### src/rtl/alu_arbiter_if.sv
// alu_arbiter_if: requester, response and shared-ALU signals of the two-port ALU arbiter.
interface alu_arbiter_if;
    logic        req0_valid, req1_valid;
    logic        req0_ready, req1_ready;
    logic [31:0] req0_a, req1_a, req0_b, req1_b;
    logic [3:0]  req0_fn, req1_fn;
    logic        req0_lock, req1_lock;
    logic        rsp0_valid, rsp1_valid;
    logic [31:0] rsp0_res, rsp1_res;
    logic        alu_clk_en;
    logic [31:0] alu_a, alu_b;
    logic [3:0]  alu_fn;
    logic [31:0] alu_res;

    modport slave (
        input  req0_valid, req1_valid, req0_a, req1_a, req0_b, req1_b,
        input  req0_fn, req1_fn, req0_lock, req1_lock, alu_res,
        output req0_ready, req1_ready, rsp0_valid, rsp1_valid, rsp0_res, rsp1_res,
        output alu_clk_en, alu_a, alu_b, alu_fn
    );

    modport master (
        output req0_valid, req1_valid, req0_a, req1_a, req0_b, req1_b,
        output req0_fn, req1_fn, req0_lock, req1_lock, alu_res,
        input  req0_ready, req1_ready, rsp0_valid, rsp1_valid, rsp0_res, rsp1_res,
        input  alu_clk_en, alu_a, alu_b, alu_fn
    );
endinterface

### src/rtl/alu_arbiter.sv
// alu_arbiter: shares one registered ALU between two requesters with
// round-robin or fixed-priority arbitration, grant locking and 1-cycle responses.
module alu_arbiter #(
    parameter int RR_EN = 1
) (
    input  logic         clk,
    input  logic         rst_n,
    alu_arbiter_if.slave bus
);
    typedef enum logic [1:0] {ARB, LOCK0, LOCK1} state_t;

    state_t state_q, state_d;
    logic   ptr_q, ptr_d;
    logic   tag_v_q, tag_v_d;
    logic   tag_id_q, tag_id_d;
    logic   gnt, gnt_v, hs, gnt_lock;

    always_comb begin
        gnt   = 1'b0;
        gnt_v = 1'b0;
        case (state_q)
            LOCK0: begin
                gnt   = 1'b0;
                gnt_v = bus.req0_valid;
            end
            LOCK1: begin
                gnt   = 1'b1;
                gnt_v = bus.req1_valid;
            end
            default: begin
                gnt   = (bus.req0_valid && bus.req1_valid) ? ((RR_EN != 0) && ptr_q) : bus.req1_valid;
                gnt_v = bus.req0_valid || bus.req1_valid;
            end
        endcase
        // rst_n gates the handshake so every output drops the instant reset asserts
        hs       = gnt_v && rst_n;
        gnt_lock = gnt ? bus.req1_lock : bus.req0_lock;
        state_d  = state_q;
        if (hs && state_q == ARB && gnt_lock)
            state_d = gnt ? LOCK1 : LOCK0;
        else if (hs && state_q != ARB && !gnt_lock)
            state_d = ARB;
        ptr_d    = hs ? !gnt : ptr_q;
        tag_v_d  = hs;
        tag_id_d = hs ? gnt : tag_id_q;
    end

    always_ff @(posedge clk or negedge rst_n) begin
        if (!rst_n) begin
            state_q  <= ARB;
            ptr_q    <= 1'b0;
            tag_v_q  <= 1'b0;
            tag_id_q <= 1'b0;
        end else begin
            state_q  <= state_d;
            ptr_q    <= ptr_d;
            tag_v_q  <= tag_v_d;
            tag_id_q <= tag_id_d;
        end
    end

    assign bus.req0_ready = hs && !gnt;
    assign bus.req1_ready = hs && gnt;
    assign bus.alu_clk_en = hs;
    assign bus.alu_a      = !hs ? 32'd0 : gnt ? bus.req1_a : bus.req0_a;
    assign bus.alu_b      = !hs ? 32'd0 : gnt ? bus.req1_b : bus.req0_b;
    assign bus.alu_fn     = !hs ? 4'd0 : gnt ? bus.req1_fn : bus.req0_fn;
    assign bus.rsp0_valid = tag_v_q && !tag_id_q;
    assign bus.rsp1_valid = tag_v_q && tag_id_q;
    assign bus.rsp0_res   = (tag_v_q && !tag_id_q) ? bus.alu_res : 32'd0;
    assign bus.rsp1_res   = (tag_v_q && tag_id_q) ? bus.alu_res : 32'd0;
endmodule

### src/flat_wrapper.sv
// flat-port wrapper written by rule: the top's interface ports become plain ports
module alu_arbiter_flat 
#(
    parameter int RR_EN = 1
)
  (clk, rst_n, bus_req0_valid, bus_req1_valid, bus_req0_a, bus_req1_a, bus_req0_b, bus_req1_b, bus_req0_fn, bus_req1_fn, bus_req0_lock, bus_req1_lock, bus_alu_res, bus_req0_ready, bus_req1_ready, bus_rsp0_valid, bus_rsp1_valid, bus_rsp0_res, bus_rsp1_res, bus_alu_clk_en, bus_alu_a, bus_alu_b, bus_alu_fn);
  alu_arbiter_if bus_i ();
  input  logic clk;
  input  logic rst_n;
  input wire logic [$bits(bus_i.req0_valid)-1:0] bus_req0_valid;
  input wire logic [$bits(bus_i.req1_valid)-1:0] bus_req1_valid;
  input wire logic [$bits(bus_i.req0_a)-1:0] bus_req0_a;
  input wire logic [$bits(bus_i.req1_a)-1:0] bus_req1_a;
  input wire logic [$bits(bus_i.req0_b)-1:0] bus_req0_b;
  input wire logic [$bits(bus_i.req1_b)-1:0] bus_req1_b;
  input wire logic [$bits(bus_i.req0_fn)-1:0] bus_req0_fn;
  input wire logic [$bits(bus_i.req1_fn)-1:0] bus_req1_fn;
  input wire logic [$bits(bus_i.req0_lock)-1:0] bus_req0_lock;
  input wire logic [$bits(bus_i.req1_lock)-1:0] bus_req1_lock;
  input wire logic [$bits(bus_i.alu_res)-1:0] bus_alu_res;
  output wire logic [$bits(bus_i.req0_ready)-1:0] bus_req0_ready;
  output wire logic [$bits(bus_i.req1_ready)-1:0] bus_req1_ready;
  output wire logic [$bits(bus_i.rsp0_valid)-1:0] bus_rsp0_valid;
  output wire logic [$bits(bus_i.rsp1_valid)-1:0] bus_rsp1_valid;
  output wire logic [$bits(bus_i.rsp0_res)-1:0] bus_rsp0_res;
  output wire logic [$bits(bus_i.rsp1_res)-1:0] bus_rsp1_res;
  output wire logic [$bits(bus_i.alu_clk_en)-1:0] bus_alu_clk_en;
  output wire logic [$bits(bus_i.alu_a)-1:0] bus_alu_a;
  output wire logic [$bits(bus_i.alu_b)-1:0] bus_alu_b;
  output wire logic [$bits(bus_i.alu_fn)-1:0] bus_alu_fn;
  assign bus_i.req0_valid = bus_req0_valid;
  assign bus_i.req1_valid = bus_req1_valid;
  assign bus_i.req0_a = bus_req0_a;
  assign bus_i.req1_a = bus_req1_a;
  assign bus_i.req0_b = bus_req0_b;
  assign bus_i.req1_b = bus_req1_b;
  assign bus_i.req0_fn = bus_req0_fn;
  assign bus_i.req1_fn = bus_req1_fn;
  assign bus_i.req0_lock = bus_req0_lock;
  assign bus_i.req1_lock = bus_req1_lock;
  assign bus_i.alu_res = bus_alu_res;
  assign bus_req0_ready = bus_i.req0_ready;
  assign bus_req1_ready = bus_i.req1_ready;
  assign bus_rsp0_valid = bus_i.rsp0_valid;
  assign bus_rsp1_valid = bus_i.rsp1_valid;
  assign bus_rsp0_res = bus_i.rsp0_res;
  assign bus_rsp1_res = bus_i.rsp1_res;
  assign bus_alu_clk_en = bus_i.alu_clk_en;
  assign bus_alu_a = bus_i.alu_a;
  assign bus_alu_b = bus_i.alu_b;
  assign bus_alu_fn = bus_i.alu_fn;
  alu_arbiter #(.RR_EN(RR_EN)) u_core (.clk(clk), .rst_n(rst_n), .bus(bus_i));
endmodule
### config.mk
export PLATFORM = sky130hd
export DESIGN_NAME = alu_arbiter_flat
export DESIGN_NICKNAME = d
export VERILOG_FILES = /design/src/rtl/alu_arbiter_if.sv /design/src/rtl/alu_arbiter.sv /design/src/flat_wrapper.sv
export SDC_FILE = /design/constraint.sdc
export NUM_CORES = 1
export LEC_CHECK = 0
export CAP_MARGIN = 25
export CORE_AREA = 2 2 120 122
export CTS_CLUSTER_SIZE = 24
export DETAILED_ROUTE_END_ITERATION = 8
export DIE_AREA = 0 0 122 124
export PLACE_DENSITY = 0.62
export SYNTH_ARGS = -nofsm -noshare
export SYNTH_HDL_FRONTEND = slang
export SYNTH_SLANG_ARGS = --single-unit
export TNS_END_PERCENT = 5
### constraint.sdc
create_clock -name clk -period 2.8 [get_ports clk]
set_clock_uncertainty 0.05 [all_clocks]
set_input_delay 0.7 -clock clk [delete_from_list [all_inputs] [get_ports clk]]
set_output_delay 0.7 -clock clk [all_outputs]
set_load 0.03 [all_outputs]
After elaboration in Yosys (flattened, before gate mapping)
Cells that the tools add are included.
{"block": "classes", "eq_ne": 2, "muxes": 15, "n_reduce_logical": 17}
{"operator": "$mux 32", "n": 6}
{"operator": "$logic_and 1x1->1", "n": 10}
{"operator": "$mux 4", "n": 2}
{"operator": "$mux 2", "n": 3}
{"operator": "$pmux 1 s2", "n": 2}
{"operator": "$reduce_bool 2->1", "n": 2}
{"operator": "$logic_not 1->1", "n": 3}
{"operator": "$eq 2x1->1 const B", "n": 1}
{"operator": "$eq 2x2->1 const B", "n": 1}
{"operator": "$logic_not 2->1", "n": 1}
{"operator": "$mux 1", "n": 2}
{"operator": "$logic_or 1x1->1", "n": 1}
{"block": "word_totals", "reg_bits": 5, "inputBits": 174, "out_inout_bits": 137, "word_cells": 38}

Longest topological paths before layout
Gate-level depths: netlist (run 1).
{"block": "logic_depth", "ltp_word": 8, "ltp_mapped": 8, "mapped_depth_nobuf": 7}

Worst setup path after synthesis (run 1)
OpenSTA, ideal clock, no wires.
{"block": "synth_timing", "kind": "flip-flop to output port", "start": "reg u_core.state_q[0]", "end": "out bus_alu_a[31]", "arrival_time_ps": 1942, "required_ps": 2050, "setup_slack_ps": 108, "stages_incl_launch_ff": 9, "path_buffers": 2, "path_cell_list": "dfrtp_1 > inv_1 > ha_1 > nor2b_2 > a22o_1 > buf_6 > buf_6 > nand2_1 > a21oi_1"}
{"block": "synth_via", "elab_chain_cells": 4, "elab_cells_between_ends": 7, "classes_between": "eq/ne (2); mux (4); reduce/logical (1)"}
{"item": "start, declared", "line_no": "alu_arbiter.sv:12", "rtl": "state_t state_q, state_d;"}
{"item": "start signal, assigned", "line_no": "alu_arbiter.sv:55", "rtl": "state_q <= state_d;"}
{"item": "$eq 2x2->1 or $eq 2x1->1 (tied branches)", "line_no": "alu_arbiter.sv:21", "rtl": "case (state_q)"}
{"item": "$pmux 1 s2", "line_no": "alu_arbiter.sv:21"}
{"item": "$mux 32 or $logic_and 1x1->1 (tied branches)", "line_no": "alu_arbiter.sv:65, alu_arbiter.sv:36"}
{"item": "$mux 32 *", "line_no": "alu_arbiter.sv:65", "rtl": "assign bus.alu_a = !hs ? 32'd0 : gnt ? bus.req1_a : bus.req0_a;"}
{"item": "end, declared", "line_no": "flat_wrapper.sv:28", "rtl": "output wire logic [$bits(bus_i.alu_a)-1:0] bus_alu_a;"}
Every way passes the cells marked *; elsewhere a longest branch is shown, timed or not.

Final worst setup path (run 1)
{"block": "layout_timing", "start": "reg u_core.state_q[1]", "end": "out bus_alu_a[27]"}
Same word-level chain as after synthesis.

==> reports/results.txt, run 1 <==
status = finished, final reports clean
largest cells by area after synthesis = nand2_1, a21oi_1, and2_1
worst-path maximum fanout = 10
DRT iter0 DRCs = 103
syn_area_per_cell = 5.53 µm²
Avg Vias per Cell = 4.22
Post-synth EDFFs = 0
post-DR wirelength/cell = 14.8 µm
IO Port Bufs = 310
Setup Slack @ Placement = -0.310 ns
maximum VDD drop = 294 µV
Tightest Hold Check Type = reg -> reg
reg-to-reg startpoint = u_core.state_q[1]
fin worst setup slack = 0.0123 ns
R2R Setup Slk = 0.72 ns
Worst-Margin Slew = 0.339 ns
remaining global-route overflow = 0
CP startpoint = u_core.state_q[1]
Cells after Synth = 338
Vias = 3551
largest net degree at the start of global routing = 42
CTS sink cnt = 5
CP Launch Type = register
synthesized cell area = 0.00187 mm²
top cell type's share of synthesized area = 0.275
Placed Instances = 820
# rows = 43
TritonCTS clock tree = done
ratio of cells with drive above 1 in the final layout = 0.292
critical setup path kind = reg -> out
worst-skew pair later-pin latency = 0.23 ns
minimum clock period = 2.79 ns
post-synthesis sequential area ratio = 0.0669
antenna fix cells = 0
CP Data Arrival Time = 2.04 ns
CTS Root Cell = clkbuf_16
Worst R2R End = u_core.state_q[1]
Synth top cells by count = nand2_1, a21oi_1, and2_1
DRT Wirelength = 12400 µm
CTS HTree Levels = 1
worst r2r path cells = 11
die area = 0.0151 mm²
Final GP Congestion = 0.853
Finished Layout Cells = 842
Detail Placement HPWL = 9190 µm
pwr/cell area = 708 mW/mm²
CP endpoint kind = output pin
I/O pins = 311
fmax = 0.359 GHz
total CTS buffers = 3
Fin. Hold Viols = 0
DR pass1 iterations = 4
top-count cell post-synth = nand2_1
Yosys top cell by area = nand2_1
final instance area = 0.00560 mm²
Final Net Count = 840
max_cap viols = 0
Area growth syn-to-layout = 199%
total global-route track usage = 0.142
Pins Over Slew Limit = 0
Tot Pwr = 3.96 mW
Reg clk slew, reported paths = 0.03 ns
final setup vio count = 0
syn nets = 515
TNS Setup = 0 ns
Yosys reg bits = 5
number of antenna violations at the first check in global routing = 0
core area = 0.0137 mm²
Placed Area = 0.00505 mm²
CTS max path bufs = 2
RSZ-0062 raised after global routing = yes
vias in the first global route = 3332
# fillers = 1397
synth unique cells = 25
Critical Path End = bus_alu_a[27]
Critical Path RT = 2.05 ns
synth warn = 0
Die Width = 122 µm
Starting Density = 0.136
DIE HEIGHT = 124 µm
first-pass GRT wire length = 17100 µm
main flop type after synthesis = dfrtp_1
Leakage = 2.67 nW
min-delay src = u_core.ptr_q
Rel. slew slack = 0.773
DRC = 0
Tcrit/Tclk final = 0.996
Final ANT Viol Nets = 0
Post-synth ARST share = 1.00
[state kept, by name, summed over array words and instances (netlist names)]
register,flops
u_core.ptr_q,1
u_core.tag_id_q,1
u_core.tag_v_q,1
u_core.state_q,2
[placed cells by master (no fill, tap or decap), types with 2 or more instances in the layout]
cell / instances
clkdlybuf4s50_1: 192
nand2_1: 137
buf_4: 121
a21oi_1: 45
and2_1: 33
and3_1: 32
a21oi_2: 23
buf_12: 17
buf_6: 9
buf_16: 6
dfrtp_1: 5
nor2b_1: 3
nor2_1: 3
o211ai_1: 3
clkbuf_16: 3
dlymetal6s2s_1: 3
inv_2: 2
a22o_1: 2
nand2b_1: 2
o21ai_0: 2
[cell type report]
type / instances / area [µm²] / area share
Tap cell: 180 / 225 / 0.0402
Clock buffer: 4 / 78.8 / 0.0141
Inverter: 3 / 11.3 / 0.00201
Multi-Input combinational cell: 298 / 1620 / 0.290
Timing Repair Buffer: 352 / 3530 / 0.631
Sequential cell: 5 / 125 / 0.0224
[what timing repair did]
action	4_1_cts	5_1_grt
hold buffers	0	0
setup buffers	9	3
cloned	6	0
gates resized for setup	34	25
pin swaps	4	1
endpoints found under the setup margin	71	69
[stage by stage]
step	hold slack (ns)	util
2_1_floorplan	0.354	-
3_3_place_gp	0.431	0.368
3_5_place_dp	0.412	0.368
4_1_cts	0.419	0.400
5_1_grt	0.437	0.408
6_report	0.425	0.408
[how the worst min path moves through the flow]
stage                                 end  slack, ns  cells after the start
after floorplan              u_core.ptr_q       0.35                      0
after global placement    u_core.tag_id_q       0.43                      2
after global routing         u_core.ptr_q       0.44                      1
after detailed placement     u_core.ptr_q       0.41                      1
after CTS                    u_core.ptr_q       0.42                      1
final                        u_core.ptr_q       0.43                      1
[cell families after synthesis]
group                      after synthesis  synth area share
DFF                                      5            0.0669
AOI/OAI and AO/OA                       81             0.243
adders and majority gates                3            0.0201
buffers and inverters                   35             0.137
and+or+nand+nor                        214             0.533
[report_power, final]
group	internal, mW	switching (mW)
combinational	1.64	1.95
sequential	0.102	0.0315
clock	0.189	0.0489
[worst max-delay path: stages, from the launching register on]
cell	delay, ns
dfrtp_1	0.39
inv_2	0.08
ha_4	0.31
nor2b_4	0.06
a22oi_4	0.14
buf_6	0.15
bufbuf_16	0.27
nand2_1	0.06
a21oi_1	0.16
buf_4	0.19
[routing by layer]
layer / wire, µm / share of wire / track usage
met5: 0 / 0 / 0
met3: 1210 / 0.097 / 0.0330
met2: 6380 / 0.51 / 0.271
met1: 4720 / 0.38 / 0.160
met4: 108 / 0.0087 / 0.0338
Power figures use the tool's default switching activity.
==> inputs of run 2 (changes only) <==
--- a/config.mk
+++ b/config.mk
@@ -11,6 +11,7 @@
 export DETAILED_ROUTE_END_ITERATION = 8
 export DIE_AREA = 0 0 122 124
 export PLACE_DENSITY = 0.62
+export REMOVE_ABC_BUFFERS = 1
 export SYNTH_ARGS = -nofsm -noshare
 export SYNTH_HDL_FRONTEND = slang
 export SYNTH_SLANG_ARGS = --single-unit
==> reports/results.txt, run 2 (synthesized netlist as in run 1, its figures left out) <==
status = finished, final reports clean (unchanged)
Leakage = 2.61 nW (was 2.67 nW)
die area = 0.0151 mm² (unchanged)
max_cap viols = 0 (unchanged)
Worst R2R End = u_core.ptr_q (was u_core.state_q[1])
total CTS buffers = 3 (unchanged)
Final GP Congestion = 0.731 (was 0.853)
reg-to-reg startpoint = u_core.state_q[1] (unchanged)
commonest non-fill, non-tap cell in the layout = clkdlybuf4s50_1 (unchanged)
vias in the first global route = 3561 (was 3332)
IO Port Bufs = 310 (unchanged)
minimum clock period = 2.77 ns (was 2.79 ns)
maximum VDD drop = 252 µV (was 294 µV)
fmax = 0.361 GHz (was 0.359 GHz)
Tightest Hold Check Type = in -> async (was reg -> reg)
post-DR wirelength/cell = 15.4 µm (was 14.8 µm)
CTS Root Cell = clkbuf_16 (unchanged)
# fillers = 1394 (was 1397)
core area = 0.0137 mm² (unchanged)
Fin. Hold Viols = 0 (unchanged)
Critical Path RT = 2.05 ns (about the same)
DR pass1 iterations = 4 (unchanged)
Finished Layout Cells = 837 (was 842)
worst-path maximum fanout = 2 (was 10)
Final ANT Viol Nets = 0 (unchanged)
RSZ-0062 raised after global routing = yes (unchanged)
Detail Placement HPWL = 10000 µm (was 9190 µm)
CP Launch Type = input port (was register)
most flop-heavy register = u_core.state_q (unchanged)
DIE HEIGHT = 124 µm (unchanged)
commonest non-fill, non-tap cells in the layout = clkdlybuf4s50_1, nand2_1, buf_4 (unchanged)
CP Data Arrival Time = 2.02 ns (was 2.04 ns)
Tcrit/Tclk final = 0.989 (was 0.996)
pwr/cell area = 695 mW/mm² (was 708 mW/mm²)
DRT iter0 DRCs = 123 (was 103)
Avg Vias per Cell = 4.28 (was 4.22)
Placed Instances = 822 (was 820)
largest net degree at the start of global routing = 31 (was 42)
DRC = 0 (unchanged)
R2R Setup Slk = 0.81 ns (was 0.72 ns)
post-cts hold buffer count = 0 (unchanged)
worst r2r path cells = 8 (was 11)
Starting Density = 0.136 (unchanged)
Worst-Margin Slew = 0.326 ns (was 0.339 ns)
DRT Wirelength = 12900 µm (was 12400 µm)
final setup vio count = 0 (unchanged)
ratio of cells with drive above 1 in the final layout = 0.286 (was 0.292)
Die Width = 122 µm (unchanged)
TritonCTS clock tree = done (unchanged)
worst-skew pair later-pin latency = 0.22 ns (was 0.23 ns)
number of antenna violations at the first check in global routing = 1 (was 0)
total global-route track usage = 0.153 (was 0.142)
Final Net Count = 835 (was 840)
first-pass GRT wire length = 18200 µm (was 17100 µm)
TNS Setup = 0 ns (unchanged)
Area growth syn-to-layout = 196% (was 199%)
CTS sink cnt = 5 (unchanged)
CTS max path bufs = 2 (unchanged)
Reg clk slew, reported paths = 0.03 ns (about the same)
CP endpoint kind = output pin (unchanged)
Pins Over Slew Limit = 0 (unchanged)
max reg flops = 2 (unchanged)
# rows = 43 (unchanged)
CTS HTree Levels = 1 (unchanged)
remaining global-route overflow = 0 (unchanged)
critical setup path kind = in -> out (was reg -> out)
Vias = 3584 (was 3551)
antenna fix cells = 0 (unchanged)
Rel. slew slack = 0.782 (was 0.773)
I/O pins = 311 (unchanged)
-- run 2: changes by cell type in the layout (fill, tap and decap cells not counted), sizes merged --
cell           delta
dlymetal6s2s      -2
clkdlybuf4s50     -8
buf               +4
clkdlybuf4s15     -1
clkbuf            +2
-- run 2: how the worst max path moves through the flow --
stage,end,slack [ns],from
6_report,bus_rsp1_res[15],0.03,bus_alu_res[15]
5_1_grt,bus_alu_b[31],-0.007,u_core.state_q[0]
4_1_cts,bus_alu_a[20],0.0002,bus_req1_valid
3_5_place_dp,bus_alu_b[13],-0.34,bus_req1_valid
3_3_place_gp,bus_alu_a[17],-0.33,bus_req1_valid
2_1_floorplan,bus_alu_clk_en,-0.96,bus_req0_valid
-- run 2: worst max-delay path, cell delays in order --
cell             delay, ns
clkdlybuf4s50_1       0.48
and3_1                0.16
clkdlybuf4s50_1       0.67
-- run 2: layout make-up --
type,instances,area [µm²],share of cell area
Timing Repair Buffer,347,3520,0.635
Multi-Input combinational cell,298,1580,0.285
Tap cell,180,225,0.0407
Sequential cell,5,125,0.0226
Clock buffer,4,78.8,0.0142
Inverter,3,11.3,0.00203
-- run 2: power by group --
part	internal (mW)	switching, mW	leakage (nW)	total (mW)
sequential	0.102	0.0327	0.0602	0.135
clock	0.189	0.0451	0.0382	0.234
combinational	1.57	1.91	2.51	3.48
total	1.86	1.99	2.61	3.85
-- run 2: repair_timing --
action / 4_1_cts / 5_1_grt
gates resized for setup: 19 / 18
endpoints found under the hold margin: 0 / 0
endpoints found under the setup margin: 71 / 67
cloned: 4 / 0
buffers inserted: 5 / 2
pin swaps: 3 / 2
-- run 2: layer usage --
metal  share of wire  GRT usage
met2            0.54      0.306
met4          0.0077     0.0302
met1            0.34      0.158
met5          0.0010          0
met3            0.11     0.0408
-- run 2: through the flow --
step                cell area (µm²)  utilization  setup WS, ns  total power, mW  hold WS [ns]
floorplan                      1620            -        -0.960             1.73         0.354
global placement               5190        0.378        -0.327             3.28         0.436
detailed placement             5190        0.378        -0.344             3.31         0.432
CTS                            5480        0.399      0.000159             3.84         0.441
global route                   5540        0.404      -0.00684             4.09         0.472
finish                         5540        0.404        0.0315             3.85         0.437
